**config.mk**
```make
export PLATFORM = sky130hd
export DESIGN_NAME = axi_mem_master_flat
export DESIGN_NICKNAME = d
export VERILOG_FILES = /design/src/rtl/axi_mem_pkg.sv /design/src/rtl/axi_mem_master_if.sv /design/src/rtl/axi_mem_master.sv /design/src/flat_wrapper.sv
export SDC_FILE = /design/constraint.sdc
export NUM_CORES = 1
export LEC_CHECK = 0
export BUFFER_PORTS_ARGS = -buffer_cell sky130_fd_sc_hd__buf_2
export CAP_MARGIN = 20
export CORE_AREA = 3 3 179 181
export CTS_BUF_LIST = sky130_fd_sc_hd__clkbuf_8
export DETAILED_ROUTE_END_ITERATION = 8
export DIE_AREA = 0 0 182 184
export HOLD_SLACK_MARGIN = 0.06
export MAX_ROUTING_LAYER = met4
export PLACE_DENSITY_LB_ADDON = 0.2
export SLEW_MARGIN = 20
export SYNTH_ARGS = -nofsm -noshare
export SYNTH_HDL_FRONTEND = slang
export SYNTH_SLANG_ARGS = --single-unit
```
**constraint.sdc**
```tcl
create_clock -name clock -period 3.25 [get_ports clock]
set_input_delay 0.325 -clock clock [delete_from_list [all_inputs] [get_ports clock]]
set_output_delay 0.325 -clock clock [all_outputs]
set_load 0.01 [all_outputs]
```
**src/rtl/axi_mem_pkg.sv**
```systemverilog
// Shared types and AXI encodings for the simple-mem to AXI4 master bridge.
package axi_mem_pkg;

  typedef enum logic [2:0] {
    StIdle,
    StReadAddr,
    StReadData,
    StWriteAddr,
    StWriteData,
    StWriteAck
  } state_t;

  localparam logic [1:0] AXI_BURST_INCR = 2'b01;
  localparam logic [1:0] AXI_RESP_OKAY  = 2'b00;
  localparam logic       MEM_OP_RD      = 1'b0;
  localparam logic       MEM_OP_WR      = 1'b1;

endpackage

```
**src/rtl/axi_mem_master_if.sv**
```systemverilog
// AXI4 bus bundle for the m_axi_gmem port; master drives AR/AW/W and the R/B ready lines.
interface axi_mem_master_if #(
  parameter int unsigned ADDR_BITS = 32,
  parameter int unsigned DATA_BITS = 64,
  parameter int unsigned ID_BITS   = 1,
  parameter int unsigned USER_BITS = 1
);
  localparam int unsigned STRB_BITS = DATA_BITS / 8;

  logic                 arvalid, arready;
  logic [ADDR_BITS-1:0] araddr;
  logic [ID_BITS-1:0]   arid;
  logic [7:0]           arlen;
  logic [2:0]           arsize;
  logic [1:0]           arburst;
  logic                 arlock;
  logic [3:0]           arcache, arqos, arregion;
  logic [2:0]           arprot;
  logic [USER_BITS-1:0] aruser;

  logic                 rvalid, rready, rlast;
  logic [DATA_BITS-1:0] rdata;
  logic [ID_BITS-1:0]   rid;
  logic [USER_BITS-1:0] ruser;
  logic [1:0]           rresp;

  logic                 awvalid, awready;
  logic [ADDR_BITS-1:0] awaddr;
  logic [ID_BITS-1:0]   awid;
  logic [7:0]           awlen;
  logic [2:0]           awsize;
  logic [1:0]           awburst;
  logic                 awlock;
  logic [3:0]           awcache, awqos, awregion;
  logic [2:0]           awprot;
  logic [USER_BITS-1:0] awuser;

  logic                 wvalid, wready, wlast;
  logic [DATA_BITS-1:0] wdata;
  logic [STRB_BITS-1:0] wstrb;
  logic [ID_BITS-1:0]   wid;
  logic [USER_BITS-1:0] wuser;

  logic                 bvalid, bready;
  logic [1:0]           bresp;
  logic [ID_BITS-1:0]   bid;
  logic [USER_BITS-1:0] buser;

  modport master (
    output arvalid, araddr, arid, arlen, arsize, arburst, arlock, arcache, arprot, arqos,
           arregion, aruser, rready,
           awvalid, awaddr, awid, awlen, awsize, awburst, awlock, awcache, awprot, awqos,
           awregion, awuser,
           wvalid, wdata, wstrb, wlast, wid, wuser, bready,
    input  arready, rvalid, rdata, rlast, rid, ruser, rresp,
           awready, wready, bvalid, bresp, bid, buser
  );

  modport slave (
    input  arvalid, araddr, arid, arlen, arsize, arburst, arlock, arcache, arprot, arqos,
           arregion, aruser, rready,
           awvalid, awaddr, awid, awlen, awsize, awburst, awlock, awcache, awprot, awqos,
           awregion, awuser,
           wvalid, wdata, wstrb, wlast, wid, wuser, bready,
    output arready, rvalid, rdata, rlast, rid, ruser, rresp,
           awready, wready, bvalid, bresp, bid, buser
  );

endinterface

```
**src/rtl/axi_mem_master.sv**
```systemverilog
// Bridges simple mem request/read/write streams onto AXI4 bursts, one transaction at a time.
// R and W data pass straight through; only addresses, length and beat count are registered.
module axi_mem_master
  import axi_mem_pkg::*;
#(
  parameter int unsigned MEM_LEN_BITS      = 8,
  parameter int unsigned MEM_ADDR_BITS     = 32,
  parameter int unsigned MEM_DATA_BITS     = 64,
  parameter int unsigned MEM_AXI_DATA_BITS = 64,
  parameter int unsigned MEM_AXI_ADDR_BITS = 32,
  parameter int unsigned MEM_AXI_ID_BITS   = 1,
  parameter int unsigned MEM_AXI_USER_BITS = 1,
  parameter int unsigned MEM_AXI_STRB_BITS = MEM_AXI_DATA_BITS / 8
) (
  input  logic                     clock,
  input  logic                     reset,
  input  logic                     mem_req_valid,
  output logic                     mem_req_ready,
  input  logic                     mem_req_opcode,
  input  logic [MEM_LEN_BITS-1:0]  mem_req_len,
  input  logic [MEM_ADDR_BITS-1:0] mem_req_addr,
  input  logic                     mem_wr_valid,
  output logic                     mem_wr_ready,
  input  logic [MEM_DATA_BITS-1:0] mem_wr_bits,
  output logic                     mem_rd_valid,
  input  logic                     mem_rd_ready,
  output logic [MEM_DATA_BITS-1:0] mem_rd_bits,
  output logic                     err,
  axi_mem_master_if.master         m_axi_gmem
);

  localparam logic [2:0] AXI_SIZE = 3'($clog2(MEM_AXI_STRB_BITS));

  state_t                   state_q;
  logic [MEM_ADDR_BITS-1:0] addr_q;
  logic [MEM_LEN_BITS-1:0]  len_q;
  logic [MEM_LEN_BITS-1:0]  cnt_q;
  logic                     err_q;

  logic in_rd, in_wr, r_hs, w_hs, b_hs, w_last;

  assign in_rd  = (state_q == StReadData);
  assign in_wr  = (state_q == StWriteData);
  assign w_last = (cnt_q == '0);
  assign r_hs   = in_rd && m_axi_gmem.rvalid && mem_rd_ready;
  assign w_hs   = in_wr && mem_wr_valid && m_axi_gmem.wready;
  assign b_hs   = (state_q == StWriteAck) && m_axi_gmem.bvalid;

  always_ff @(posedge clock) begin
    if (reset) begin
      state_q <= StIdle;
      addr_q  <= '0;
      len_q   <= '0;
      cnt_q   <= '0;
      err_q   <= 1'b0;
    end else begin
      unique case (state_q)
        StIdle: begin
          if (mem_req_valid) begin
            addr_q  <= mem_req_addr;
            len_q   <= mem_req_len;
            cnt_q   <= mem_req_len;
            state_q <= (mem_req_opcode == MEM_OP_RD) ? StReadAddr : StWriteAddr;
          end
        end
        StReadAddr:  if (m_axi_gmem.arready) state_q <= StReadData;
        StReadData:  if (r_hs && m_axi_gmem.rlast) state_q <= StIdle;
        StWriteAddr: if (m_axi_gmem.awready) state_q <= StWriteData;
        StWriteData: begin
          if (w_hs) begin
            if (w_last) state_q <= StWriteAck;
            else        cnt_q   <= cnt_q - 1'b1;
          end
        end
        StWriteAck:  if (m_axi_gmem.bvalid) state_q <= StIdle;
        default:     state_q <= StIdle;
      endcase
      // Sticky: only reset clears a reported slave error.
      if ((r_hs && m_axi_gmem.rresp != AXI_RESP_OKAY) ||
          (b_hs && m_axi_gmem.bresp != AXI_RESP_OKAY)) begin
        err_q <= 1'b1;
      end
    end
  end

  assign mem_req_ready = (state_q == StIdle);
  assign mem_rd_valid  = in_rd && m_axi_gmem.rvalid;
  assign mem_rd_bits   = m_axi_gmem.rdata;
  assign mem_wr_ready  = in_wr && m_axi_gmem.wready;
  assign err           = err_q;

  assign m_axi_gmem.arvalid  = (state_q == StReadAddr);
  assign m_axi_gmem.araddr   = MEM_AXI_ADDR_BITS'(addr_q);
  assign m_axi_gmem.arid     = {MEM_AXI_ID_BITS{1'b0}};
  assign m_axi_gmem.arlen    = 8'(len_q);
  assign m_axi_gmem.arsize   = AXI_SIZE;
  assign m_axi_gmem.arburst  = AXI_BURST_INCR;
  assign m_axi_gmem.arlock   = 1'b0;
  assign m_axi_gmem.arcache  = 4'd0;
  assign m_axi_gmem.arprot   = 3'd0;
  assign m_axi_gmem.arqos    = 4'd0;
  assign m_axi_gmem.arregion = 4'd0;
  assign m_axi_gmem.aruser   = {MEM_AXI_USER_BITS{1'b0}};
  assign m_axi_gmem.rready   = in_rd && mem_rd_ready;

  assign m_axi_gmem.awvalid  = (state_q == StWriteAddr);
  assign m_axi_gmem.awaddr   = MEM_AXI_ADDR_BITS'(addr_q);
  assign m_axi_gmem.awid     = {MEM_AXI_ID_BITS{1'b0}};
  assign m_axi_gmem.awlen    = 8'(len_q);
  assign m_axi_gmem.awsize   = AXI_SIZE;
  assign m_axi_gmem.awburst  = AXI_BURST_INCR;
  assign m_axi_gmem.awlock   = 1'b0;
  assign m_axi_gmem.awcache  = 4'd0;
  assign m_axi_gmem.awprot   = 3'd0;
  assign m_axi_gmem.awqos    = 4'd0;
  assign m_axi_gmem.awregion = 4'd0;
  assign m_axi_gmem.awuser   = {MEM_AXI_USER_BITS{1'b0}};

  assign m_axi_gmem.wvalid   = in_wr && mem_wr_valid;
  assign m_axi_gmem.wdata    = mem_wr_bits;
  assign m_axi_gmem.wstrb    = {MEM_AXI_STRB_BITS{1'b1}};
  assign m_axi_gmem.wlast    = w_last;
  assign m_axi_gmem.wid      = {MEM_AXI_ID_BITS{1'b0}};
  assign m_axi_gmem.wuser    = {MEM_AXI_USER_BITS{1'b0}};
  assign m_axi_gmem.bready   = (state_q == StWriteAck);

  // Response IDs/user bits carry no information with a single outstanding transaction.
  logic unused_resp;
  assign unused_resp = ^{m_axi_gmem.rid, m_axi_gmem.ruser, m_axi_gmem.bid, m_axi_gmem.buser};

endmodule

```
**src/flat_wrapper.sv**
```systemverilog
// flat-port wrapper written by rule: the top's interface ports become plain ports
module axi_mem_master_flat import axi_mem_pkg::*;
#(
  parameter int unsigned MEM_LEN_BITS      = 8,
  parameter int unsigned MEM_ADDR_BITS     = 32,
  parameter int unsigned MEM_DATA_BITS     = 64,
  parameter int unsigned MEM_AXI_DATA_BITS = 64,
  parameter int unsigned MEM_AXI_ADDR_BITS = 32,
  parameter int unsigned MEM_AXI_ID_BITS   = 1,
  parameter int unsigned MEM_AXI_USER_BITS = 1,
  parameter int unsigned MEM_AXI_STRB_BITS = MEM_AXI_DATA_BITS / 8
)
  (clock, reset, mem_req_valid, mem_req_ready, mem_req_opcode, mem_req_len, mem_req_addr, mem_wr_valid, mem_wr_ready, mem_wr_bits, mem_rd_valid, mem_rd_ready, mem_rd_bits, err, m_axi_gmem_arvalid, m_axi_gmem_araddr, m_axi_gmem_arid, m_axi_gmem_arlen, m_axi_gmem_arsize, m_axi_gmem_arburst, m_axi_gmem_arlock, m_axi_gmem_arcache, m_axi_gmem_arprot, m_axi_gmem_arqos, m_axi_gmem_arregion, m_axi_gmem_aruser, m_axi_gmem_rready, m_axi_gmem_awvalid, m_axi_gmem_awaddr, m_axi_gmem_awid, m_axi_gmem_awlen, m_axi_gmem_awsize, m_axi_gmem_awburst, m_axi_gmem_awlock, m_axi_gmem_awcache, m_axi_gmem_awprot, m_axi_gmem_awqos, m_axi_gmem_awregion, m_axi_gmem_awuser, m_axi_gmem_wvalid, m_axi_gmem_wdata, m_axi_gmem_wstrb, m_axi_gmem_wlast, m_axi_gmem_wid, m_axi_gmem_wuser, m_axi_gmem_bready, m_axi_gmem_arready, m_axi_gmem_rvalid, m_axi_gmem_rdata, m_axi_gmem_rlast, m_axi_gmem_rid, m_axi_gmem_ruser, m_axi_gmem_rresp, m_axi_gmem_awready, m_axi_gmem_wready, m_axi_gmem_bvalid, m_axi_gmem_bresp, m_axi_gmem_bid, m_axi_gmem_buser);
  axi_mem_master_if #(.ADDR_BITS(32), .DATA_BITS(64), .ID_BITS(1), .USER_BITS(1)) m_axi_gmem_i ();
  input  logic clock;
  input  logic reset;
  input  logic mem_req_valid;
  output logic mem_req_ready;
  input  logic mem_req_opcode;
  input  logic [MEM_LEN_BITS-1:0] mem_req_len;
  input  logic [MEM_ADDR_BITS-1:0] mem_req_addr;
  input  logic mem_wr_valid;
  output logic mem_wr_ready;
  input  logic [MEM_DATA_BITS-1:0] mem_wr_bits;
  output logic mem_rd_valid;
  input  logic mem_rd_ready;
  output logic [MEM_DATA_BITS-1:0] mem_rd_bits;
  output logic err;
  output wire logic [$bits(m_axi_gmem_i.arvalid)-1:0] m_axi_gmem_arvalid;
  output wire logic [$bits(m_axi_gmem_i.araddr)-1:0] m_axi_gmem_araddr;
  output wire logic [$bits(m_axi_gmem_i.arid)-1:0] m_axi_gmem_arid;
  output wire logic [$bits(m_axi_gmem_i.arlen)-1:0] m_axi_gmem_arlen;
  output wire logic [$bits(m_axi_gmem_i.arsize)-1:0] m_axi_gmem_arsize;
  output wire logic [$bits(m_axi_gmem_i.arburst)-1:0] m_axi_gmem_arburst;
  output wire logic [$bits(m_axi_gmem_i.arlock)-1:0] m_axi_gmem_arlock;
  output wire logic [$bits(m_axi_gmem_i.arcache)-1:0] m_axi_gmem_arcache;
  output wire logic [$bits(m_axi_gmem_i.arprot)-1:0] m_axi_gmem_arprot;
  output wire logic [$bits(m_axi_gmem_i.arqos)-1:0] m_axi_gmem_arqos;
  output wire logic [$bits(m_axi_gmem_i.arregion)-1:0] m_axi_gmem_arregion;
  output wire logic [$bits(m_axi_gmem_i.aruser)-1:0] m_axi_gmem_aruser;
  output wire logic [$bits(m_axi_gmem_i.rready)-1:0] m_axi_gmem_rready;
  output wire logic [$bits(m_axi_gmem_i.awvalid)-1:0] m_axi_gmem_awvalid;
  output wire logic [$bits(m_axi_gmem_i.awaddr)-1:0] m_axi_gmem_awaddr;
  output wire logic [$bits(m_axi_gmem_i.awid)-1:0] m_axi_gmem_awid;
  output wire logic [$bits(m_axi_gmem_i.awlen)-1:0] m_axi_gmem_awlen;
  output wire logic [$bits(m_axi_gmem_i.awsize)-1:0] m_axi_gmem_awsize;
  output wire logic [$bits(m_axi_gmem_i.awburst)-1:0] m_axi_gmem_awburst;
  output wire logic [$bits(m_axi_gmem_i.awlock)-1:0] m_axi_gmem_awlock;
  output wire logic [$bits(m_axi_gmem_i.awcache)-1:0] m_axi_gmem_awcache;
  output wire logic [$bits(m_axi_gmem_i.awprot)-1:0] m_axi_gmem_awprot;
  output wire logic [$bits(m_axi_gmem_i.awqos)-1:0] m_axi_gmem_awqos;
  output wire logic [$bits(m_axi_gmem_i.awregion)-1:0] m_axi_gmem_awregion;
  output wire logic [$bits(m_axi_gmem_i.awuser)-1:0] m_axi_gmem_awuser;
  output wire logic [$bits(m_axi_gmem_i.wvalid)-1:0] m_axi_gmem_wvalid;
  output wire logic [$bits(m_axi_gmem_i.wdata)-1:0] m_axi_gmem_wdata;
  output wire logic [$bits(m_axi_gmem_i.wstrb)-1:0] m_axi_gmem_wstrb;
  output wire logic [$bits(m_axi_gmem_i.wlast)-1:0] m_axi_gmem_wlast;
  output wire logic [$bits(m_axi_gmem_i.wid)-1:0] m_axi_gmem_wid;
  output wire logic [$bits(m_axi_gmem_i.wuser)-1:0] m_axi_gmem_wuser;
  output wire logic [$bits(m_axi_gmem_i.bready)-1:0] m_axi_gmem_bready;
  input wire logic [$bits(m_axi_gmem_i.arready)-1:0] m_axi_gmem_arready;
  input wire logic [$bits(m_axi_gmem_i.rvalid)-1:0] m_axi_gmem_rvalid;
  input wire logic [$bits(m_axi_gmem_i.rdata)-1:0] m_axi_gmem_rdata;
  input wire logic [$bits(m_axi_gmem_i.rlast)-1:0] m_axi_gmem_rlast;
  input wire logic [$bits(m_axi_gmem_i.rid)-1:0] m_axi_gmem_rid;
  input wire logic [$bits(m_axi_gmem_i.ruser)-1:0] m_axi_gmem_ruser;
  input wire logic [$bits(m_axi_gmem_i.rresp)-1:0] m_axi_gmem_rresp;
  input wire logic [$bits(m_axi_gmem_i.awready)-1:0] m_axi_gmem_awready;
  input wire logic [$bits(m_axi_gmem_i.wready)-1:0] m_axi_gmem_wready;
  input wire logic [$bits(m_axi_gmem_i.bvalid)-1:0] m_axi_gmem_bvalid;
  input wire logic [$bits(m_axi_gmem_i.bresp)-1:0] m_axi_gmem_bresp;
  input wire logic [$bits(m_axi_gmem_i.bid)-1:0] m_axi_gmem_bid;
  input wire logic [$bits(m_axi_gmem_i.buser)-1:0] m_axi_gmem_buser;
  assign m_axi_gmem_arvalid = m_axi_gmem_i.arvalid;
  assign m_axi_gmem_araddr = m_axi_gmem_i.araddr;
  assign m_axi_gmem_arid = m_axi_gmem_i.arid;
  assign m_axi_gmem_arlen = m_axi_gmem_i.arlen;
  assign m_axi_gmem_arsize = m_axi_gmem_i.arsize;
  assign m_axi_gmem_arburst = m_axi_gmem_i.arburst;
  assign m_axi_gmem_arlock = m_axi_gmem_i.arlock;
  assign m_axi_gmem_arcache = m_axi_gmem_i.arcache;
  assign m_axi_gmem_arprot = m_axi_gmem_i.arprot;
  assign m_axi_gmem_arqos = m_axi_gmem_i.arqos;
  assign m_axi_gmem_arregion = m_axi_gmem_i.arregion;
  assign m_axi_gmem_aruser = m_axi_gmem_i.aruser;
  assign m_axi_gmem_rready = m_axi_gmem_i.rready;
  assign m_axi_gmem_awvalid = m_axi_gmem_i.awvalid;
  assign m_axi_gmem_awaddr = m_axi_gmem_i.awaddr;
  assign m_axi_gmem_awid = m_axi_gmem_i.awid;
  assign m_axi_gmem_awlen = m_axi_gmem_i.awlen;
  assign m_axi_gmem_awsize = m_axi_gmem_i.awsize;
  assign m_axi_gmem_awburst = m_axi_gmem_i.awburst;
  assign m_axi_gmem_awlock = m_axi_gmem_i.awlock;
  assign m_axi_gmem_awcache = m_axi_gmem_i.awcache;
  assign m_axi_gmem_awprot = m_axi_gmem_i.awprot;
  assign m_axi_gmem_awqos = m_axi_gmem_i.awqos;
  assign m_axi_gmem_awregion = m_axi_gmem_i.awregion;
  assign m_axi_gmem_awuser = m_axi_gmem_i.awuser;
  assign m_axi_gmem_wvalid = m_axi_gmem_i.wvalid;
  assign m_axi_gmem_wdata = m_axi_gmem_i.wdata;
  assign m_axi_gmem_wstrb = m_axi_gmem_i.wstrb;
  assign m_axi_gmem_wlast = m_axi_gmem_i.wlast;
  assign m_axi_gmem_wid = m_axi_gmem_i.wid;
  assign m_axi_gmem_wuser = m_axi_gmem_i.wuser;
  assign m_axi_gmem_bready = m_axi_gmem_i.bready;
  assign m_axi_gmem_i.arready = m_axi_gmem_arready;
  assign m_axi_gmem_i.rvalid = m_axi_gmem_rvalid;
  assign m_axi_gmem_i.rdata = m_axi_gmem_rdata;
  assign m_axi_gmem_i.rlast = m_axi_gmem_rlast;
  assign m_axi_gmem_i.rid = m_axi_gmem_rid;
  assign m_axi_gmem_i.ruser = m_axi_gmem_ruser;
  assign m_axi_gmem_i.rresp = m_axi_gmem_rresp;
  assign m_axi_gmem_i.awready = m_axi_gmem_awready;
  assign m_axi_gmem_i.wready = m_axi_gmem_wready;
  assign m_axi_gmem_i.bvalid = m_axi_gmem_bvalid;
  assign m_axi_gmem_i.bresp = m_axi_gmem_bresp;
  assign m_axi_gmem_i.bid = m_axi_gmem_bid;
  assign m_axi_gmem_i.buser = m_axi_gmem_buser;
  axi_mem_master #(.MEM_LEN_BITS(MEM_LEN_BITS), .MEM_ADDR_BITS(MEM_ADDR_BITS), .MEM_DATA_BITS(MEM_DATA_BITS), .MEM_AXI_DATA_BITS(MEM_AXI_DATA_BITS), .MEM_AXI_ADDR_BITS(MEM_AXI_ADDR_BITS), .MEM_AXI_ID_BITS(MEM_AXI_ID_BITS), .MEM_AXI_USER_BITS(MEM_AXI_USER_BITS), .MEM_AXI_STRB_BITS(MEM_AXI_STRB_BITS)) u_core (.clock(clock), .reset(reset), .mem_req_valid(mem_req_valid), .mem_req_ready(mem_req_ready), .mem_req_opcode(mem_req_opcode), .mem_req_len(mem_req_len), .mem_req_addr(mem_req_addr), .mem_wr_valid(mem_wr_valid), .mem_wr_ready(mem_wr_ready), .mem_wr_bits(mem_wr_bits), .mem_rd_valid(mem_rd_valid), .mem_rd_ready(mem_rd_ready), .mem_rd_bits(mem_rd_bits), .err(err), .m_axi_gmem(m_axi_gmem_i));
endmodule
```
# Word level (Yosys, flattened, before mapping)
# Cells that the tools add are included.
# Widths: inputs -> output; s select.
[word_totals]
inputBits = 188
register_bits = 52
[classes]
add_sub_neg = 1
mux = 13
n_eq_ne = 13
reduce_logical = 19
[ops]
columns = ["operator", "count"]
rows = [
  ["$mux 8", 3],
  ["$mux 3", 7],
  ["$pmux 3 s6", 1],
  ["$pmux 8 s2", 1],
  ["$logic_and 1x1->1", 10],
  ["$ne 2x2->1 const B", 5],
  ["$logic_not 8->1", 1],
  ["$sub 8x1->8 const B", 1],
  ["$reduce_and 7->1", 1],
  ["$eq 3x2->1 const B", 2],
  ["$eq 3x3->1 const B", 2],
  ["$ne 2x1->1 const B", 3],
  ["$reduce_bool 2->1", 3],
  ["$reduce_and 4->1", 1],
  ["$eq 3x1->1 const B", 1],
  ["$logic_not 3->1", 1],
  ["$mux 2", 1],
  ["$reduce_and 2->1", 1],
  ["$logic_or 1x1->1", 1],
]

# Logic depth before layout (Yosys ltp)
# Gate-level depths: netlist of the first run.
[depth]
word_depth = 6
depth_mapped = 7
mapped_depth_nobuf = 6

# Worst setup path before layout of the first run
# No wires, ideal clock.
[synth_path]
kind = "register to register"
start = "reg u_core.cnt_q[0]"
end = "reg u_core.cnt_q[7]"
stages_incl_launch_ff = 8
synth_period_minus_slack_ns = 1.670
setup_slack_ns = 1.580
required_time_ns = 3.117
arrival_ns = 1.537
setup_time_ns = 0.133
path_buffers = 1
path_cell_list = "dfxtp_1 > inv_1 > ha_1 > or3b_2 > o211ai_2 > and2_1 > buf_2 > o32ai_2"
[synth_between]
elab_chain_cells = 4
elab_cells_between_ends = 7
cone_classes = "add/sub: 1; eq/ne: 1; mux: 3; reduce/logical: 2"
[synth_rtl]
columns = ["element", "line", "text"]
rows = [
  ["from (decl)", "axi_mem_master.sv:37", "logic [MEM_LEN_BITS-1:0] cnt_q;"],
  ["from (signal assigned)", "axi_mem_master.sv:62", "cnt_q <= mem_req_len;"],
  ["from (signal assigned)", "axi_mem_master.sv:72", "else cnt_q <= cnt_q - 1'b1;"],
  ["$sub 8x1->8", "axi_mem_master.sv:72", ""],
  ["$mux 8", "axi_mem_master.sv:71", "if (w_last) state_q <= StWriteAck;"],
  ["$mux 8", "axi_mem_master.sv:70", "if (w_hs) begin"],
  ["$pmux 8 s2", "axi_mem_master.sv:57", "unique case (state_q)"],
]
# Parallel ways exist; a longest one is shown, timed or not. The select of a mux whose other input is x is not followed.
# A chain may end at the register's enable or synchronous reset.

# Final worst setup path of the first run
[layout_path]
start = "reg u_core.cnt_q[0]"
end = "reg u_core.cnt_q[4]"
# The elaborated chain is that of the path after synthesis.

==> flow_metrics.tcl, run 1 <==
set metrics [dict create \
    root_buffer "clkbuf_8" \
    drt_iter0_drc 91 \
    fin_ws_ns 1.148 \
    finalWirelength_mm 11.45 \
    rows 64 \
    place_ws_ns 1.141 \
    synth.area.top_cells "buf_4 (42%), dfxtp_1 (26%), nand2_1 (7.8%), a21oi_1 (7.1%), buf_2 (1.5%)" \
    cts_buffers 5 \
    cp_cell_sequence "inv_1 -> ha_1 -> or3b_2 -> o211ai_2 -> buf_4 -> and2_1 -> o32ai_1" \
    rr_startpoint "u_core.cnt_q[0]" \
    r2r_slack_ns 1.15 \
    critPathSlowestCell "or3b_2" \
    clk_pin_slew_ns 0.11 \
    path_class "reg2reg" \
    end_kind "register" \
    met2_usage_pct 11.02 \
    hold_start "mem_req_addr[27]" \
    drc_errors 0 \
    period_share_pct 64.69 \
    cts_hold_buf 0 \
    synth-async-reset-ratio_pct 0 \
    wire_per_inst_um 13.01 \
    final_cells 880 \
    synth_edf_count 0 \
    synth-seq-area-share_pct 26.22 \
    ir_worst_vdd_uv 124.6 \
    die-area_mm2 0.03349 \
    timing.rr.end "u_core.cnt_q[4]" \
    clockBufferDepth 2 \
    synth_commonest_cells "buf_4 (224), nand2_1 (83), a21oi_1 (56), dfxtp_1 (52), nor2_1 (14)" \
    syn_area_mm2 0.003970 \
    power_mw 1.857 \
    cp_max_fo 11 \
    worstPathRequired_ns 3.44 \
    worstSkewPairLatency_ns 0.32 \
    post_cts_buffers 0 \
    htree_levels 2 \
    status "complete, no violations" \
    placed_cells 871 \
    slowest_delay_ns 0.49 \
    drive_above_1_share_pct 34.58 \
    rsz0062_at_grt "no" \
    fmax_ghz 0.4756 \
    multi_input_area_mm2 0.001334 \
    stdcell_area_mm2 0.003765 \
    regArea_mm2 0.001041 \
    syn_area_per_cell_um2 7.664 \
    layout.nets 672 \
    cts_resized 0 \
    fillers 3578 \
    io_buffer_count 145 \
    finalHoldViolCount 0 \
    grt_pass1_vias 2548 \
    gp_congestion 0.6898 \
    path_buf_inv 2 \
    synthToLayoutAreaGrowth_pct -5.169 \
    setup_viol 0 \
    placed_cell_area_mm2 0.003641 \
    die_y_um 184 \
    hpwl_mm 8.843 \
    synth.distinct_cells 41 \
    initial_core_util_pct 12.98 \
    setup_tns_ns 0 \
    synth.top_cell.area_share_pct 42.36 \
    grt.met1_usage_pct 5.906 \
    yosys_warnings 0 \
    reg2regPathDepth 7 \
    synth_most_common_cell "buf_4" \
    grt_max_degree 34 \
    synth_cells 518 \
    powerDensity_mw_per_mm2 493.3 \
    vias_per_cell 3.160 \
    synthFlopType "dfxtp_1" \
    cp_top_family "simple AND/OR/NAND/NOR gates" \
    top_usage_layer "met2" \
    overflow 0 \
    vias 2781 \
    die_x_um 182 \
    detail-route-antenna-nets 0 \
    tightestPinTransition_ns 0.6925 \
    hold_depth 3 \
    maxSlewViolCount 0 \
    drt_pass1_iterations 4 \
    cts_tree "built" \
    hold_path_class "in2reg" \
    cts.sinks 52 \
    total_leakage_power_nw 1.728 \
    fin_crit_ns 2.102 \
    min_to "u_core.m_axi_gmem.araddr[27]" \
    max-slew-margin-rel_pct 53.67 \
    antenna_found_initial 1 \
    synth_top_cell_by_area "buf_4" \
    critPathLaunchType "register" \
    fin_skew_ns 0.01107 \
    use_met3_pct 1.939 \
    cap_viol_max_count 0 \
    grt_usage_pct 6.325 \
    crit_arrival_ns 2.29 \
    synth-seq-cells 52 \
    ios 462 \
    coreArea_mm2 0.03059 \
    grt_first_pass_wirelength_mm 15.85 \
]
cells in the final DEF (no fill, tap or decap), types with 2 or more instances in the layout:
cell type / n
ha_1: 2
a21oi_1: 56
a31oi_1: 4
and2_1: 7
nor3b_1: 3
o32ai_1: 5
clkbuf_8: 6
inv_1: 4
dfxtp_1: 52
buf_2: 145
nand3_1: 4
buf_4: 4
nand2b_1: 9
nand2_1: 82
conb_1: 56
nor3_1: 3
nor2_1: 14
registers in the layout (all words and copies together) (netlist names):
signal,flops
u_core.m_axi_gmem.araddr,32
u_core.cnt_q,8
u_core.m_axi_gmem.arlen,8
u_core.state_q,3
u_core.err,1
through the flow:
step,utilization (%),hold WS [ns]
floorplan,-,0.4609
global placement,11.90,0.4574
detailed placement,11.90,0.4627
CTS,12.30,0.1956
global route,12.31,0.2000
finish,12.31,0.2233
per-layer routing:
layer  part of all wire (%)  wire (um)
met5                      0          0
met4                    5.7        653
met3                    9.7       1110
met2                     51       5783
met1                     34       3900
layout make-up:
| type | count | share of cell area (%) |
|---|---|---|
| antenna | 1 | 0.06647 |
| clock buffer | 6 | 2.193 |
| clock inverter | 2 | 1.030 |
| inverter | 4 | 0.3988 |
| multi-input combinational | 270 | 35.43 |
| sequential | 52 | 27.65 |
| tap | 396 | 13.16 |
| timing repair buffer | 149 | 20.07 |
worst reg2reg max path: cells and delay by family (launching register included):
family                     cells  cell delay [ns]
and+or+nand+nor                2             0.82
DFF                            1             0.37
buffers and inverters          2             0.31
AOI/OAI and AO/OA              2             0.29
adders and majority gates      1             0.18
logic make-up after synthesis:
group / share of synthesized area, %
multiplexers: 0.5358
other: 0.1892
adder cells (fa/ha/maj): 0.6302
flip-flops: 26.22
AO/OA/AOI/OAI: 11.13
buffers and inverters: 45.38
AND/OR/NAND/NOR: 15.92
power breakdown:
part / internal, mW / switching [mW] / leakage, nW
clock: 0.253 / 0.250 / 0.0614
combinational: 0.216 / 0.353 / 1.24
sequential: 0.711 / 0.0749 / 0.426
how the worst max path moves through the flow:
stage	startpoint	end	slack (ns)	cells past startpoint
floorplan	u_core.cnt_q[0]	u_core.cnt_q[7]	1.58	7
global placement	u_core.cnt_q[0]	u_core.cnt_q[2]	1.15	7
detailed placement	u_core.cnt_q[0]	u_core.cnt_q[4]	1.14	7
CTS	u_core.cnt_q[0]	u_core.cnt_q[4]	1.13	7
global route	u_core.state_q[2]	u_core.cnt_q[4]	0.98	4
finish	u_core.cnt_q[0]	u_core.cnt_q[4]	1.15	7
(Power assumes the default switching activity.)
==> run 2: changes to the inputs <==
--- a/config.mk
+++ b/config.mk
@@ -7,10 +7,10 @@
 export LEC_CHECK = 0
 export BUFFER_PORTS_ARGS = -buffer_cell sky130_fd_sc_hd__buf_2
 export CAP_MARGIN = 20
-export CORE_AREA = 3 3 179 181
+export CORE_AREA = 3 3 181 183
 export CTS_BUF_LIST = sky130_fd_sc_hd__clkbuf_8
 export DETAILED_ROUTE_END_ITERATION = 8
-export DIE_AREA = 0 0 182 184
+export DIE_AREA = 0 0 184 186
 export HOLD_SLACK_MARGIN = 0.06
 export MAX_ROUTING_LAYER = met4
 export PLACE_DENSITY_LB_ADDON = 0.2
==> constraint.sdc (replaced) <==
create_clock -name clock -period 1.75 [get_ports clock]
set_input_delay 0.175 -clock clock [delete_from_list [all_inputs] [get_ports clock]]
set_output_delay 0.175 -clock clock [all_outputs]
set_load 0.01 [all_outputs]
==> run 2 against run 1 <==
Compared with the run above: the flow now finishes with violations (setup timing); global-route usage grew 0.71 points; sequential cell count is the same; worst setup slack lost 1.2 ns; sequential share of layout area shrank 3.3 points; via count grew 6.8%; highest routed layer unchanged.
==> flow_metrics.tcl, run 2 (synthesis gave the netlist of run 1 again) <==
set metrics [dict create \
    status "finished with violations" \
    violations "setup timing" \
    timing.rr.end "u_core.cnt_q[6]" \
    hold_start "mem_req_len[3]" \
    min_to "u_core.m_axi_gmem.arlen[3]" \
    slowest_delay_ns 0.55 \
    antenna_found_initial 2 \
    io_buffer_count 145 \
    multi_input_area_mm2 0.001380 \
    cts_tree "built" \
    grt_max_degree 25 \
    die_x_um 184 \
    gp_congestion 0.6955 \
    tightestPinTransition_ns 0.5225 \
    whs_ns 0.07910 \
    clockBufferDepth 2 \
    total_leakage_power_nw 1.985 \
    finalWirelength_mm 12.98 \
    path_class "reg2reg" \
    hold_depth 3 \
    cts_buffers 5 \
    period_share_pct 101.2 \
    drive_above_1_share_pct 38.27 \
    finalHoldViolCount 0 \
    placed_cell_area_mm2 0.003856 \
    layout_common_cells "buf_2 (145), nand2_1 (82), a21oi_1 (56), conb_1 (56), dfxtp_1 (46)" \
    r2r_slack_ns -0.02 \
    detail-route-antenna-nets 0 \
    setup_tns_ns -0.1020 \
    critPathLaunchType "register" \
    vias_per_cell 3.169 \
    initial_core_util_pct 12.65 \
    fmax_ghz 0.5648 \
    clk_pin_slew_ns 0.12 \
    coreArea_mm2 0.03139 \
    cp_max_fo 6 \
    grt_first_pass_wirelength_mm 17.24 \
    critPathSlowestCell "or4_4" \
    htree_levels 2 \
    rsz0062_at_grt "yes" \
    drt_pass1_iterations 4 \
    die-area_mm2 0.03422 \
    stdcell_area_mm2 0.004312 \
    crit_arrival_ns 1.98 \
    cts.sinks 52 \
    hpwl_mm 10.20 \
    reg2regPathDepth 6 \
    end_kind "register" \
    place_ws_ns 0.01663 \
    hold_path_class "in2reg" \
    root_buffer "clkbuf_8" \
    vias 2969 \
    fillers 3643 \
    ir_worst_vdd_uv 226.8 \
    drc_errors 0 \
    layout.nets 722 \
    die_y_um 186 \
    fin_ws_ns -0.02043 \
    layout_commonest_cell "buf_2" \
    overflow 0 \
    fin_skew_ns 0.01310 \
    rr_startpoint "u_core.cnt_q[3]" \
    max-slew-margin-rel_pct 65.17 \
    cp_cell_sequence "or4_4 -> buf_4 -> o211ai_4 -> and2_4 -> buf_12 -> o32ai_1" \
    worstSkewPairLatency_ns 0.33 \
    ios 462 \
    grt_pass1_vias 2621 \
    grt_usage_pct 7.036 \
    cap_viol_max_count 0 \
    worstPathRequired_ns 1.96 \
    drt_iter0_drc 91 \
    maxSlewViolCount 0 \
    synthToLayoutAreaGrowth_pct 8.604 \
    rows 65 \
    wire_per_inst_um 13.85 \
    powerDensity_mw_per_mm2 861.6 \
    fin_crit_ns 1.770 \
    setup_viol 7 \
    regArea_mm2 0.001049 \
    largest_reg_flops 32 \
]
run 2: changes by cell type in the layout (fill, tap and decap cells not counted), sizes merged:
cell / delta
inv: +1
clkbuf: -1
diode: +1
buf: +26
dlygate4sd3: +24
run 2: layer usage:
| metal | GRT usage [%] | vias up | wire length [um] |
|---|---|---|---|
| li1 | - | 1413 | - |
| met1 | 6.782 | 1290 | 4574 |
| met2 | 11.28 | 192 | 6236 |
| met3 | 2.931 | 74 | 1374 |
| met4 | 5.383 | 0 | 791 |
| met5 | - | - | 0 |
run 2: how the worst max path moves through the flow:
| stage | startpoint | end | slack, ns | depth (start not counted) |
|---|---|---|---|---|
| after floorplan | u_core.cnt_q[0] | u_core.cnt_q[7] | 0.08 | 7 |
| after global placement | u_core.cnt_q[0] | u_core.cnt_q[1] | -0.003 | 7 |
| after detailed placement | u_core.cnt_q[0] | u_core.cnt_q[1] | 0.02 | 7 |
| after CTS | u_core.cnt_q[3] | m_axi_gmem_wlast | -0.06 | 4 |
| after global routing | u_core.cnt_q[1] | m_axi_gmem_wlast | -0.08 | 6 |
| final | u_core.cnt_q[3] | u_core.cnt_q[6] | -0.02 | 6 |
run 2: cell type report:
cell class | count | area share (%)
flip-flops and latches | 52 | 24.32
well taps | 402 | 11.67
diodes | 2 | 0.1161
clock buffers | 5 | 1.596
clock inverters | 3 | 0.8996
inverters | 4 | 0.3482
repair buffers | 199 | 29.05
multi-input cells | 270 | 32.01
run 2: critical path: cells and delay by family (launching register included):
kind / cells / cell delay, ns
DFF: 1 / 0.35
buffers and inverters: 2 / 0.27
and+or+nand+nor: 2 / 0.74
AOI/OAI and AO/OA: 2 / 0.29
run 2: report_power, final:
| part | leakage [nW] | internal, mW | total, mW | switching (mW) |
|---|---|---|---|---|
| Combinational | 1.50 | 0.620 | 1.37 | 0.752 |
| Sequential | 0.429 | 1.32 | 1.44 | 0.116 |
| Clock | 0.0593 | 0.421 | 0.904 | 0.483 |
run 2: what timing repair did:
item / CTS / global route
pin swaps: 2 / 0
resized for setup: 15 / 6
endpoints found under the setup margin: 5 / 13
hold buffers: 24 / 0
gates cloned: 0 / 1
hold endpoints to repair: 24 / 0
buffers inserted: 4 / 0
run 2: stage by stage:
step | instances | power (mW) | utilization, %
after floorplan | 572 | 2.636 | -
after detailed placement | 898 | 2.748 | 12.28
final | 937 | 3.715 | 13.73
after CTS | 934 | 3.820 | 13.63
after global placement | 898 | 2.762 | 12.28
after global routing | 937 | 4.006 | 13.73
==> run 3: changes to the inputs <==
--- a/config.mk
+++ b/config.mk
@@ -14,6 +14,7 @@
 export HOLD_SLACK_MARGIN = 0.06
 export MAX_ROUTING_LAYER = met4
 export PLACE_DENSITY_LB_ADDON = 0.2
+export SKIP_CTS_REPAIR_TIMING = 1
 export SLEW_MARGIN = 20
 export SYNTH_ARGS = -nofsm -noshare
 export SYNTH_HDL_FRONTEND = slang
==> run 3 against run 2 <==
Compared with the run above: the flow still finishes with violations (setup timing); largest power group unchanged; final cell count is 1.9% lower; clock power hardly changed; largest cell class unchanged; critical path type is now reg2out; sequential cell count stayed put; critical endpoint is now m_axi_gmem_wlast; via count is 2.0% lower; wire length is 1.5% lower.
==> flow_metrics.tcl, run 3 (synthesis gave the netlist of run 1 again) <==
set metrics [dict create \
    synthToLayoutAreaGrowth_pct 3.750 \
    layout.nets 704 \
    vias 2909 \
    layout_common_cells "buf_2 (145), nand2_1 (82), a21oi_1 (56), conb_1 (56), dfxtp_1 (47)" \
    cts.sinks 52 \
    antenna_found_initial 2 \
    clockBufferDepth 2 \
    layout_commonest_cell "buf_2" \
    grt_usage_pct 6.968 \
    cp_cell_sequence "or4_4 -> buf_6 -> nor2_1 -> buf_2" \
    fin_ws_ns -0.01723 \
    total_leakage_power_nw 1.905 \
    finalHoldViolCount 0 \
    fin_crit_ns 1.767 \
    ir_worst_vdd_uv 221.9 \
    root_buffer "clkbuf_8" \
    timing.rr.end "u_core.cnt_q[1]" \
    die_y_um 186 \
    period_share_pct 101.0 \
    powerDensity_mw_per_mm2 882.3 \
    overflow 0 \
    stdcell_area_mm2 0.004119 \
    min_to "u_core.m_axi_gmem.araddr[21]" \
    grt_first_pass_wirelength_mm 17.02 \
    drive_above_1_share_pct 38.06 \
    cap_viol_max_count 0 \
    die_x_um 184 \
    worstPathRequired_ns 1.57 \
    vias_per_cell 3.165 \
    setup_viol 1 \
    crit_arrival_ns 1.59 \
    maxSlewViolCount 0 \
    reg2regPathDepth 7 \
    cp_top_family "simple AND/OR/NAND/NOR gates" \
    initial_core_util_pct 12.65 \
    hold_depth 3 \
    path_buf_inv 2 \
    htree_levels 2 \
    end_kind "output pin" \
    clk_pin_slew_ns 0.12 \
    detail-route-antenna-nets 0 \
    cp_max_fo 4 \
    finalWirelength_mm 12.79 \
    violations "setup timing" \
    power_mw 3.634 \
    drc_errors 0 \
    largest_reg_flops 32 \
    worstSkewPairLatency_ns 0.33 \
    grt_pass1_vias 2552 \
    slowest_delay_ns 0.54 \
    tightestPinTransition_ns 0.5164 \
    max-slew-margin-rel_pct 65.57 \
    grt_max_degree 25 \
    cts_buffers 5 \
    fin_skew_ns 0.01351 \
    io_buffer_count 145 \
    coreArea_mm2 0.03139 \
    rr_startpoint "u_core.cnt_q[0]" \
    die-area_mm2 0.03422 \
    drt_pass1_iterations 4 \
    critPathSlowestCell "or4_4" \
    gp_congestion 0.6955 \
    fmax_ghz 0.5659 \
    place_ws_ns 0.01663 \
    rsz0062_at_grt "yes" \
    rows 65 \
    wire_per_inst_um 13.91 \
    placed_cell_area_mm2 0.003856 \
    hpwl_mm 10.20 \
    path_class "reg2out" \
    drt_iter0_drc 104 \
    critPathLaunchType "register" \
    fillers 3656 \
    hold_start "mem_req_addr[21]" \
    status "finished with violations" \
    hold_path_class "in2reg" \
    cts_tree "built" \
    r2r_slack_ns 0.11 \
    ios 462 \
]
==> run 3: layer usage <==
layer  wire, um  share of wire (%)  vias up  track usage [%]
li1           -                  -     1377                -
met1       4500                 35     1272            6.617
met2       6089                 48      186            11.16
met3       1386                 11       74            3.049
met4        808                6.3        0            5.383
met5          0                  0        -                -
==> run 3: where the power goes <==
| group | switching (mW) | internal (mW) | leakage (nW) |
|---|---|---|---|
| combinational | 0.721 | 0.570 | 1.42 |
| clock | 0.480 | 0.421 | 0.0593 |
| sequential | 0.120 | 1.32 | 0.429 |
| total | 1.32 | 2.31 | 1.91 |
==> run 3: metrics by stage <==
| step | utilization (%) | hold slack, ns | setup TNS, ns | cells |
|---|---|---|---|---|
| after floorplan | - | 0.3110 | 0 | 572 |
| after global placement | 12.28 | 0.3501 | -0.002690 | 898 |
| after detailed placement | 12.28 | 0.3501 | 0 | 898 |
| after CTS | 12.63 | 0.03612 | -0.2975 | 906 |
| after global routing | 13.12 | 0.06097 | -0.08959 | 919 |
| final | 13.12 | 0.06261 | -0.01723 | 919 |
==> run 3: how the worst max path moves through the flow <==
stage | start | cells past startpoint | end
after global placement | u_core.cnt_q[0] | 7 | u_core.cnt_q[1]
after CTS | u_core.cnt_q[0] | 6 | m_axi_gmem_wlast
after detailed placement | u_core.cnt_q[0] | 7 | u_core.cnt_q[1]
final | u_core.cnt_q[3] | 4 | m_axi_gmem_wlast
after global routing | u_core.cnt_q[0] | 6 | m_axi_gmem_wlast
after floorplan | u_core.cnt_q[0] | 7 | u_core.cnt_q[7]
==> run 3: cell type report <==
| cell class | instances | area, um2 | share of cell area, % |
|---|---|---|---|
| inverters | 4 | 15.01 | 0.3645 |
| clock buffers | 5 | 68.82 | 1.671 |
| flip-flops and latches | 52 | 1047 | 25.43 |
| diodes | 2 | 5.005 | 0.1215 |
| multi-input cells | 270 | 1360 | 33.02 |
| well taps | 402 | 503.0 | 12.21 |
| clock inverters | 3 | 38.79 | 0.9417 |
| repair buffers | 181 | 1081 | 26.25 |
==> run 3: worst min-delay path, delay by kind of cell <==
kind	cells	cell delay, ns
buf+inv	1	0.09
simple gates	1	0.04
compound gates	1	0.05
